<file path="src/rtl/inter_4_tap_filter_pkg.sv">
// -----------------------------------------------------------------------------
// inter_4_tap_filter_pkg
// Shared constants and types for the 4-tap half-sample interpolation filter.
//   TAP_C0..TAP_C3 : filter taps {-4, 36, 36, -4}, normalised by 2^SHIFT
//   SHIFT, ROUND   : normalisation shift and its rounding offset
//   SUM_W          : signed width of the weighted sum
//   PIX_MAX        : largest output pixel for the default 10-bit output
//   IDX_W          : width of the in-block sample index
// -----------------------------------------------------------------------------
package inter_4_tap_filter_pkg;

    localparam int TAP_C0  = -4;
    localparam int TAP_C1  = 36;
    localparam int TAP_C2  = 36;
    localparam int TAP_C3  = -4;
    localparam int SHIFT   = 6;
    localparam int ROUND   = 32;
    localparam int SUM_W   = 18;
    localparam int PIX_MAX = 1023;
    localparam int IDX_W   = 5;

    typedef logic signed [SUM_W-1:0] sum_t;

endpackage

</file>
<file path="src/rtl/inter_4_mac.sv">
// -----------------------------------------------------------------------------
// inter_4_mac
// Combinational 4-tap weighted sum: -4*x3 + 36*x2 + 36*x1 - 4*x0.
// Multiplications are done with shifts and adds (36x = 32x + 4x).
//   x3..x0 : unsigned pixels, x3 oldest, x0 newest
//   sum    : signed weighted sum, range -8184..73656 for 10-bit pixels
// -----------------------------------------------------------------------------
module inter_4_mac
    import inter_4_tap_filter_pkg::*;
#(
    parameter int IN = 10
) (
    input  logic [IN-1:0] x3,
    input  logic [IN-1:0] x2,
    input  logic [IN-1:0] x1,
    input  logic [IN-1:0] x0,
    output sum_t          sum
);

    sum_t e3, e2, e1, e0;

    always_comb begin
        // Zero-extend into the signed sum width before any arithmetic.
        e3  = sum_t'({{(SUM_W-IN){1'b0}}, x3});
        e2  = sum_t'({{(SUM_W-IN){1'b0}}, x2});
        e1  = sum_t'({{(SUM_W-IN){1'b0}}, x1});
        e0  = sum_t'({{(SUM_W-IN){1'b0}}, x0});
        sum = (e2 <<< 5) + (e2 <<< 2)
            + (e1 <<< 5) + (e1 <<< 2)
            - (e3 <<< 2) - (e0 <<< 2);
    end

endmodule

</file>
<file path="src/rtl/inter_4_tap_filter.sv">
// -----------------------------------------------------------------------------
// inter_4_tap_filter
// Streaming 4-tap half-sample interpolation filter, taps {-4,36,36,-4}/64.
// One pixel in and one pixel out per clock; blocks of SIZE_BLOCK outputs,
// each consuming SIZE_BLOCK+TAPS-1 input samples. A sample captured at edge k
// produces its output after edge k+2. Windows that straddle a block start
// (in-block index 0..TAPS-2 for the newest sample) produce 0.
//   clk      : clock, rising edge
//   in_rst   : asynchronous active-low reset
//   input_A1 : input pixel, sampled every rising edge
//   out_S1   : interpolated, rounded and clipped pixel (registered)
// -----------------------------------------------------------------------------
module inter_4_tap_filter
    import inter_4_tap_filter_pkg::*;
#(
    parameter int IN         = 10,
    parameter int OUT        = 10,
    parameter int SIZE_BLOCK = 16,
    parameter int TAPS       = 4
) (
    input  logic           clk,
    input  logic           in_rst,
    input  logic [IN-1:0]  input_A1,
    output logic [OUT-1:0] out_S1
);

    localparam int          PIX_HI   = (1 << OUT) - 1;
    localparam logic [IDX_W-1:0] LAST_IDX = IDX_W'(SIZE_BLOCK + TAPS - 2);
    localparam logic [IDX_W-1:0] FIRST_VLD = IDX_W'(TAPS - 1);

    // Round to nearest, shift down and saturate into the output range.
    function automatic logic [OUT-1:0] round_clip(input sum_t s);
        sum_t r;
        r = (s + sum_t'(ROUND)) >>> SHIFT;
        if (r < 0)
            return '0;
        else if (r > sum_t'(PIX_HI))
            return OUT'(PIX_HI);
        else
            return r[OUT-1:0];
    endfunction

    logic [IDX_W-1:0] cnt;
    logic [IDX_W-1:0] idx_p0;
    logic [IN-1:0]    t0_p0, t1_p0, t2_p0, t3_p0;
    sum_t             mac_sum;
    sum_t             sum_p1;
    logic             vld_p1;

    // ---- stage 0: tap chain and in-block index of the newest sample ----
    always_ff @(posedge clk or negedge in_rst) begin
        if (!in_rst) begin
            cnt    <= '0;
            idx_p0 <= '0;
            t0_p0  <= '0;
            t1_p0  <= '0;
            t2_p0  <= '0;
            t3_p0  <= '0;
        end else begin
            t0_p0  <= input_A1;
            t1_p0  <= t0_p0;
            t2_p0  <= t1_p0;
            t3_p0  <= t2_p0;
            idx_p0 <= cnt;
            cnt    <= (cnt == LAST_IDX) ? '0 : cnt + 1'b1;
        end
    end

    inter_4_mac #(
        .IN (IN)
    ) u_mac (
        .x3  (t3_p0),
        .x2  (t2_p0),
        .x1  (t1_p0),
        .x0  (t0_p0),
        .sum (mac_sum)
    );

    // ---- stage 1: registered weighted sum ----
    // The window is inside one block once the newest sample has index >= TAPS-1.
    always_ff @(posedge clk or negedge in_rst) begin
        if (!in_rst) begin
            sum_p1 <= '0;
            vld_p1 <= 1'b0;
        end else begin
            sum_p1 <= mac_sum;
            vld_p1 <= (idx_p0 >= FIRST_VLD);
        end
    end

    // ---- stage 2: round, clip and blank invalid windows ----
    always_ff @(posedge clk or negedge in_rst) begin
        if (!in_rst) begin
            out_S1 <= '0;
        end else begin
            out_S1 <= vld_p1 ? round_clip(sum_p1) : '0;
        end
    end

endmodule

</file>
<file path="config.mk">
export PLATFORM = sky130hd
export DESIGN_NAME = inter_4_tap_filter
export DESIGN_NICKNAME = d
export VERILOG_FILES = /design/src/rtl/inter_4_tap_filter_pkg.sv /design/src/rtl/inter_4_mac.sv /design/src/rtl/inter_4_tap_filter.sv
export SDC_FILE = /design/constraint.sdc
export NUM_CORES = 1
export LEC_CHECK = 0
export CORE_ASPECT_RATIO = 0.9
export CORE_MARGIN = 3
export CORE_UTILIZATION = 59
export CTS_CLUSTER_DIAMETER = 100
export DETAILED_ROUTE_END_ITERATION = 10
export GPL_ROUTABILITY_DRIVEN = 1
export PLACE_DENSITY = 0.81
export SLEW_MARGIN = 25
export SYNTH_ARGS = -nofsm -noshare
export SYNTH_HDL_FRONTEND = slang
export SYNTH_SLANG_ARGS = --single-unit
</file>
<file path="constraint.sdc">
create_clock -name clk -period 5.6 [get_ports clk]
set_input_delay 1.12 -clock clk [delete_from_list [all_inputs] [get_ports clk]]
set_output_delay 1.12 -clock clk [all_outputs]
set_load 0.05 [all_outputs]
</file>
### Word level (Yosys, flattened, before mapping)

Cells that the tools add are included.
Widths: inputs -> output; s select.

| word-level totals | value |
|---|---|
| word-level logic and storage cells | 24 |
| input bits | 12 |
| register bits | 79 |
| output and inout bits | 10 |

| operators by class | value |
|---|---|
| add/sub/neg operators | 7 |
| eq/ne operators | 1 |
| muxes and demuxes | 4 |
| $lt $le $gt $ge | 3 |

Operator list:

| cell | number |
|---|---|
| $sub 18x13->18 | 2 |
| $mux 10 | 3 |
| $add 18x13->18 | 1 |
| $add 18x16->18 | 1 |
| $add 18x7->18 const B | 1 |
| $add 15x12->16 | 1 |
| $gt 12x11->1 const B | 1 |
| $lt 12x1->1 const B | 1 |
| $add 5x1->5 const B | 1 |
| $eq 5x5->1 const B | 1 |
| $ge 5x2->1 const B | 1 |
| $mux 5 | 1 |

### Longest topological paths before layout

Gate-level depths: netlist of run 1.

| logic depth | value |
|---|---|
| depth after elaboration | 5 |
| gate-level depth with buffers | 20 |
| depth with buffers taken out | 20 |

### Hierarchy

From an unflattened synthesis of run 1, not the netlist that was laid out.

| second synthesis, totals | value |
|---|---|
| cells, all modules | 336 |
| area, all modules | 4065.1 µm² |

By module, submodules not included:

| module | cells each | seq. area each (µm²) | times used | area each (µm²) |
|---|---|---|---|---|
| inter_4_tap_filter | 135 | 1851.8 | 1 | 2341.0 |
| inter_4_mac | 201 | 0.0 | 1 | 1724.2 |

### Worst setup path after synthesis of run 1

No wires, ideal clock.

| path | value |
|---|---|
| kind | register -> register |
| start point | register t2_p0[2] |
| end point | register sum_p1[14] |
| path slack | 1.083 ns |
| required time | 5.520 ns |
| clock period less this slack | 4.517 ns |
| arrival | 4.437 ns |
| stages on the path, launching flop included | 19 |
| path buffers | 0 |
| library setup time | 0.080 ns |
| path through | dfrtp_1 -> ha_1 -> nor2b_1 -> o21a_1 -> o21ai_0 -> nand2_1 -> fa_1 -> inv_1 -> fa_1 -> inv_1 -> fa_1 -> inv_1 -> ha_1 -> and3_2 -> and3_2 -> a221oi_4 -> o21bai_2 -> a21oi_2 -> xnor2_1 |

| on the way | value |
|---|---|
| cells in the longest elaborated chain, start to end | 5 |

Ends and longest elaborated chain:

| what | RTL line | RTL |
|---|---|---|
| start, declared | inter_4_tap_filter.sv:45 | `logic [IN-1:0] t0_p0, t1_p0, t2_p0, t3_p0;` |
| start signal, assigned | inter_4_tap_filter.sv:62 | `t2_p0 <= t1_p0;` |
| $add 15x12->16 | inter_4_mac.sv:28 | `sum = (e2 <<< 5) + (e2 <<< 2)` |
| $add 18x16->18 | inter_4_mac.sv:29 | `+ (e1 <<< 5) + (e1 <<< 2)` |
| $add 18x13->18 | inter_4_mac.sv:29 |  |
| $sub 18x13->18 (2 in a row) | inter_4_mac.sv:30 | `- (e3 <<< 2) - (e0 <<< 2);` |
| via mac_sum[14] | inter_4_tap_filter.sv:46 | `sum_t mac_sum;` |
| end signal, assigned | inter_4_tap_filter.sv:86 | `sum_p1 <= mac_sum;` |
| end, declared | inter_4_tap_filter.sv:47 | `sum_t sum_p1;` |

The timed path passes the listed nets, and every way through them passes these cells.

### Final worst setup path of run 1

| path | value |
|---|---|
| start point | register t2_p0[0] |
| end point | register sum_p1[14] |

The elaborated chain is that of the path after synthesis.

==> results.ini, run 1 <==
[timing]
setup_slack_ns = 0.756
fin_worst_skew_ns = 0.00884
period_share_pct = 86.5
tns_ns = 0
setup_viol = 0
max_slew_margin_pct = 42.9
fin_crit_ns = 4.84
max_slew.worst_pin.slew_ns = 0.857
hold_violations = 0
rsz0062_at_grt = false
drv_slew = 0
max_freq_mhz = 206

[placed_design]
gp_congestion = 0.818
dp.final_hpwl_microns = 4490
io_buffers = 21
dp_slack_ns = 0.742

[detailed_routing]
drc_errors = 0
drtIter0Drc = 85
drtAntennaViolNets = 0
drt_first_pass_iters = 4
vias = 2224
drt-total-wl_microns = 5780
routed_via_density = 5.07
wl_per_cell_microns = 13.2

[synth]
synth.net_count = 386
synth_xor_area_share_pct = 6.61
syn_area_sq_um = 3840
synth.area.top_cells = dfrtp_1 48%, fa_1 15%, ha_1 10%, inv_1 5.3%, xor2_1 3.4%
synth_seq_cells = 74
synth_top_area_share_pct = 48.2
avgSynthCellArea_sq_um = 12.2
async_flop_share_pct = 100
synthCells = 314
synth_top_flop_cell = dfrtp_1
synth_top_family_by_area = adder cells
muxShareOfSynthArea_pct = 0
seq_area_frac_synth_pct = 48.2
synth_cell_types = 34
synth_edf_count = 0
synth_fa_ha_area_share_pct = 25.0
yosys.area.top_type = dfrtp_1
synth_warnings = 0
synth_compound_area_share_pct = 7.88
yosys.area_share.simple_pct = 7.03

[global_routing]
grt_pass1_vias = 2388
grt_max_degree = 75
grt_overflow = 0
antenna_found_initial = 0
grt_pass1_wl_microns = 10700
track_usage_pct = 18.6

[final_layout]
area_growth_pct = 13.4
layout_common_cells = 74 x dfrtp_1, 54 x inv_1, 32 x ha_1, 28 x fa_1, 22 x a21oi_1
nFillCells = 418
drive_gt1_share_pct = 8.52
final_net_count = 419
fin_util_pct = 70.1
final_common_cell = dfrtp_1
antenna_cells = 0

[worst_setup_path]
path_class = register to register
worstSetupStartpoint = t2_p0[0]$_DFF_PN0_
rr_startpoint = t2_p0[0]$_DFF_PN0_
crit_path_cell_trace = ha_1 > inv_1 > fa_1 > nor2b_1 > o21a_1 > o21ai_0 > nand2_1 > fa_1 > inv_1 > fa_1 > inv_1 > fa_1 > inv_1 > ha_1 > and3_2 > and3_2 > a221oi_4 > o21bai_2 > a21oi_2 > xnor2_1
cp-end-kind = register
cp_max_fo = 5
required_ns = 5.86
critical_path.endpoint = sum_p1[14]$_DFF_PN0_
r2r_slack_ns = 0.76
slowest_stage = fa_1
slowest_delay_ns = 0.50
cp.arrival_ns = 5.11
r2r_cells = 20
worst_setup_path_start_kind = register
r2r-end = sum_p1[14]$_DFF_PN0_

[die]
start_util_pct = 61.8
fp.dieH_microns = 82.6
die_area_sq_um = 7520
fp-row-count = 27
pin_count = 22
die_w_microns = 91.1
coreArea_sq_um = 6220

[cts]
clock_sinks = 74
cts_hold_buf = 0
cts_setup_buffers = 0
path_clk_slew_ns = 0.08
htree_levels = 3
cts_max_path_buffers = 2
clkLatencyLatePin_ns = 0.35
tritoncts = built
post_cts_resized = 0
cts_buffers = 9
clockRootBuffer = clkbuf_8

[worst_hold_path]
hp-class = register to register

[pwr]
ir_worst_vdd_mv = 0.202
powerDensity_nw_per_um2 = 484
p_leak_nw = 2.10

[outcome]
status = finished clean

[flow_run]
max_cap_violations = 0

-- final cells by class --
cell class	count	area (sq um)	area share (%)
clock inverters	7	70.1	1.61
multi-input cells	186	1790	41.0
inverters	54	203	4.65
repair buffers	22	213	4.88
flip-flops and latches	74	1850	42.5
well taps	87	109	2.50
clock buffers	9	124	2.84
-- worst min-delay path by stage --
stage               slack, ns                from                 end  cells past startpoint
finish                   0.37  t0_p0[2]$_DFF_PN0_  t1_p0[2]$_DFF_PN0_                      0
global route             0.38  t0_p0[2]$_DFF_PN0_  t1_p0[2]$_DFF_PN0_                      0
CTS                      0.38  t0_p0[2]$_DFF_PN0_  t1_p0[2]$_DFF_PN0_                      0
floorplan                0.35  t0_p0[0]$_DFF_PN0_  t1_p0[0]$_DFF_PN0_                      0
detailed placement       0.36  t0_p0[3]$_DFF_PN0_  t1_p0[3]$_DFF_PN0_                      0
global placement         0.36  t1_p0[8]$_DFF_PN0_  t2_p0[8]$_DFF_PN0_                      0
-- sequential cells by signal, indices dropped and copies added, names as in the netlist --
signal  cells
out_S1     10
cnt         5
vld_p1      1
t3_p0      10
t2_p0      10
t0_p0      10
sum_p1     13
t1_p0      10
idx_p0      5
-- worst max-delay path: cells and delay by family, from the launching register on --
| family | cells | cell delay, ns |
|---|---|---|
| and+or+nand+nor | 4 | 0.62 |
| xor gates and xnor gates | 1 | 0.13 |
| adders and majority gates | 6 | 2.28 |
| DFF | 1 | 0.43 |
| AOI/OAI and AO/OA | 5 | 1.06 |
| buffers and inverters | 4 | 0.22 |
-- synthesized netlist by cell type (2+ instances only) --
cell and count:
nor3_1 5, o21a_1 3, dfrtp_1 74, a21oi_2 3, nand3_1 3, nor2b_1 2
a31oi_1 2, inv_1 54, o21ai_0 5, a21oi_1 22, nand2b_1 2, fa_1 28
ha_1 32, nor2_1 12, nand2_1 11, and3_1 3, xor2_1 15, or3_1 2
a21o_1 3, xnor2_1 14, and3_2 2, nand4_1 3, and4_1 2, or2_2 2
-- routing by layer --
metal | global-route usage, % | wire, microns
met1 | 22.8 | 2640
met2 | 31.9 | 2820
met3 | 6.16 | 228
met4 | 5.42 | 89
met5 | 0 | 0
-- per-stage QoR --
stage / cells / hold WS, ns / instance area [sq um] / power, W
floorplan: 314 / 0.354 / 3840 / 0.00149
global placement: 423 / 0.361 / 4160 / 0.00169
detailed placement: 423 / 0.358 / 4160 / 0.00172
CTS: 439 / 0.377 / 4360 / 0.00213
global route: 439 / 0.380 / 4360 / 0.00229
finish: 439 / 0.374 / 4360 / 0.00211
-- where the power goes --
part / switching, W / internal (W)
clock network: 0.000191 / 0.000204
registers: 0.0000599 / 0.000644
logic: 0.000570 / 0.000439
-- cell families after synthesis --
kind of cell	after synthesis
flip-flops	74
AO/OA/AOI/OAI	45
adder cells (fa/ha/maj)	60
XOR/XNOR	29
buffers and inverters	54
AND/OR/NAND/NOR	52
No activity file was read; power rests on OpenSTA's default activity.
==> inputs of run 2 (changes only) <==
--- a/config.mk
+++ b/config.mk
@@ -5,13 +5,15 @@
 export SDC_FILE = /design/constraint.sdc
 export NUM_CORES = 1
 export LEC_CHECK = 0
+export ABC_AREA = 1
 export CORE_ASPECT_RATIO = 0.9
 export CORE_MARGIN = 3
-export CORE_UTILIZATION = 59
+export CORE_UTILIZATION = 60
 export CTS_CLUSTER_DIAMETER = 100
+export CTS_CLUSTER_SIZE = 12
 export DETAILED_ROUTE_END_ITERATION = 10
 export GPL_ROUTABILITY_DRIVEN = 1
-export PLACE_DENSITY = 0.81
+export PLACE_DENSITY = 0.82
 export SLEW_MARGIN = 25
 export SYNTH_ARGS = -nofsm -noshare
 export SYNTH_HDL_FRONTEND = slang
==> run 2 against run 1 <==
  * Core utilization increased by 0.46 points
  * Wire length increased by 26%
  * Power increased by 9.7%
  * Largest power group unchanged
==> results.ini, run 2 <==
[outcome]
status = finished clean

[worst_setup_path]
crit_path_cell_trace = ha_1 > inv_1 > fa_1 > inv_1 > nand3_1 > nand2_1 > a31oi_1 > xor2_1 > fa_1 > inv_1 > fa_1 > fa_1 > ha_1 > a21oi_1 > o21ai_0 > a21oi_1 > nand2_1 > nand2_1 > nand2_1
crit_family = adder cells
cp_max_fo = 5  ; unchanged
path_class = register to register
cp-end-kind = register
worst_setup_path_start_kind = register
critPathBufInv = 3  ; -1
slowest_delay_ns = 0.52  ; +0.02 ns
slowest_stage = fa_1
required_ns = 5.84  ; -0.02 ns
cp.arrival_ns = 4.79  ; -0.32 ns

[die]
start_util_pct = 62.8  ; +0.97 points
fp-row-count = 28  ; +3.7%
fp.dieH_microns = 85.2  ; +3.2%
coreArea_sq_um = 6660  ; +7.1%
die_area_sq_um = 8000  ; +6.5%
die_w_microns = 94.0  ; +3.2%
pin_count = 22  ; unchanged

[timing]
fin_worst_skew_ns = 0.00965  ; +0.000808 ns
drv_slew = 0  ; unchanged
max_slew.worst_pin.slew_ns = 0.898  ; +0.0413 ns
rsz0062_at_grt = false
period_share_pct = 81.2  ; -5.3 points
setup_viol = 0  ; unchanged
fin_crit_ns = 4.55  ; -0.295 ns
hold_violations = 0  ; unchanged
max_freq_mhz = 220  ; +6.5%
setup_slack_ns = 1.05  ; +0.295 ns
tns_ns = 0  ; unchanged
max_slew_margin_pct = 40.1  ; -2.8 points

[final_layout]
area_growth_pct = 12.4
drive_gt1_share_pct = 5.87  ; -2.7 points
max_flop_register = sum_p1
final_common_cell = nand2_1
final_cells = 550  ; +25%
layout_common_cells = 84 x nand2_1, 79 x inv_1, 74 x dfrtp_1, 32 x ha_1, 28 x fa_1
largest_reg_flops = 13  ; unchanged
final_net_count = 528  ; +26%
finalInstanceArea_sq_um = 4700  ; +7.8%
antenna_cells = 0  ; unchanged

[synth]
synth_cell_types = 29  ; -15%
seq_area_frac_synth_pct = 44.3  ; -3.9 points
synth_warnings = 0  ; unchanged
avgSynthCellArea_sq_um = 9.88  ; -19%
synth_common_cells = 84 x nand2_1, 79 x inv_1, 74 x dfrtp_1
yosys.area.top_type = dfrtp_1
async_flop_share_pct = 100  ; unchanged
synthCells = 423  ; +35%
synth.most_common_cell = nand2_1
synth_top_area_share_pct = 44.3  ; -3.9 points
syn_area_sq_um = 4180  ; +8.8%
synth.net_count = 495  ; +28%
synth.area.top_cells = dfrtp_1 44%, fa_1 13%, ha_1 9.6%, nand2_1 7.5%, inv_1 7.1%
synth_edf_count = 0  ; unchanged
synth_top_flop_cell = dfrtp_1
synth_seq_cells = 74  ; unchanged

[cts]
tritoncts = built
path_clk_slew_ns = 0.08  ; about the same
cts_hold_buf = 0  ; unchanged
clkLatencyLatePin_ns = 0.35  ; about the same
cts_setup_buffers = 0  ; unchanged
post_cts_resized = 0  ; unchanged
clock_sinks = 74  ; unchanged
cts_max_path_buffers = 2  ; unchanged
cts_buffers = 9  ; unchanged
clockRootBuffer = clkbuf_8
htree_levels = 3  ; unchanged

[global_routing]
grt_pass1_vias = 2848  ; +19%
busiest_layer = met2
antenna_found_initial = 0  ; unchanged
track_usage_pct = 21.3  ; +2.7 points
grt_overflow = 0  ; unchanged
grt_max_degree = 75  ; unchanged
grt_util_met1_pct = 27.8  ; +5.0 points
use_met3_pct = 5.85  ; -0.31 points
grt_pass1_wl_microns = 13000  ; +22%
met2_usage_pct = 34.9  ; +3.1 points

[detailed_routing]
drc_errors = 0  ; unchanged
drt_first_pass_iters = 4  ; unchanged
drtIter0Drc = 109  ; +28%
wl_per_cell_microns = 13.2  ; +0.32%
vias = 2845  ; +28%
drt-total-wl_microns = 7260  ; +26%
drtAntennaViolNets = 0  ; unchanged
routed_via_density = 5.17  ; +2.1%

[flow_run]
max_cap_violations = 0  ; unchanged

[pwr]
ir_worst_vdd_mv = 0.220  ; +8.5%
p_leak_nw = 2.39  ; +14%
powerDensity_nw_per_um2 = 493  ; +1.8%

[placed_design]
dp_slack_ns = 1.06  ; +0.318 ns
placedCellCount = 535  ; +26%
dp.final_hpwl_microns = 5710  ; +27%
postPlaceCellArea_sq_um = 4500  ; +8.2%
io_buffers = 21  ; unchanged
gp_congestion = 0.828  ; +1.3%

[worst_hold_path]
hp-class = register to register

==> run 2: power by group <==
part	switching [W]	total, W	internal, W
combinational	0.000752	0.00119	0.000442
sequential	0.0000690	0.000711	0.000642
clock	0.000191	0.000407	0.000216
total	0.00101	0.00231	0.00130
==> run 2: path summary, 6_finish.rpt <==
kind	cells past startpoint	startpoint	end	slack [ns]
setup / recovery	19	t2_p0[3]$_DFF_PN0_	sum_p1[16]$_DFF_PN0_	1.05
hold / removal	0	t0_p0[2]$_DFF_PN0_	t1_p0[2]$_DFF_PN0_	0.37
setup reg to reg	19	t2_p0[3]$_DFF_PN0_	sum_p1[16]$_DFF_PN0_	1.05
hold reg to reg	0	t0_p0[2]$_DFF_PN0_	t1_p0[2]$_DFF_PN0_	0.37
max in group asynchronous	2	in_rst	t3_p0[8]$_DFF_PN0_	4.03
min in group asynchronous	2	in_rst	t1_p0[1]$_DFF_PN0_	0.96
==> run 2: per-stage QoR <==
| step | total power [W] | util, % | hold slack (ns) |
|---|---|---|---|
| final | 0.00231 | 70.6 | 0.368 |
| after global routing | 0.00253 | 70.6 | 0.384 |
| after CTS | 0.00233 | 70.6 | 0.377 |
| after detailed placement | 0.00192 | 67.7 | 0.360 |
| after global placement | 0.00190 | 67.7 | 0.358 |
| after floorplan | 0.00162 | - | 0.354 |
==> run 2: logic make-up (layout without fill, tap and decap cells) <==
group / count (synthesis) / count (layout) / synth area share, %
buf+inv: 81 / 118 / 7.28
simple gates: 141 / 141 / 14.5
xor+xnor: 24 / 24 / 5.03
flops: 74 / 74 / 44.3
fa+ha+maj: 60 / 60 / 23.0
compound gates: 43 / 43 / 5.87
==> run 2: layout make-up <==
type                            instances  area [sq um]
Fill cell                             496          1960
Sequential cell                        74          1850
Timing Repair Buffer                   22           213
Inverter                               81           304
Clock buffer                           11           141
Clock inverter                          4          51.3
Multi-Input combinational cell        268          2020
Tap cell                               90           113
==> run 2: layer usage <==
layer  wire, microns  share of wire, %
met5               0                 0
met4             109               1.5
met3             358               4.9
met2            3550                49
met1            3240                45
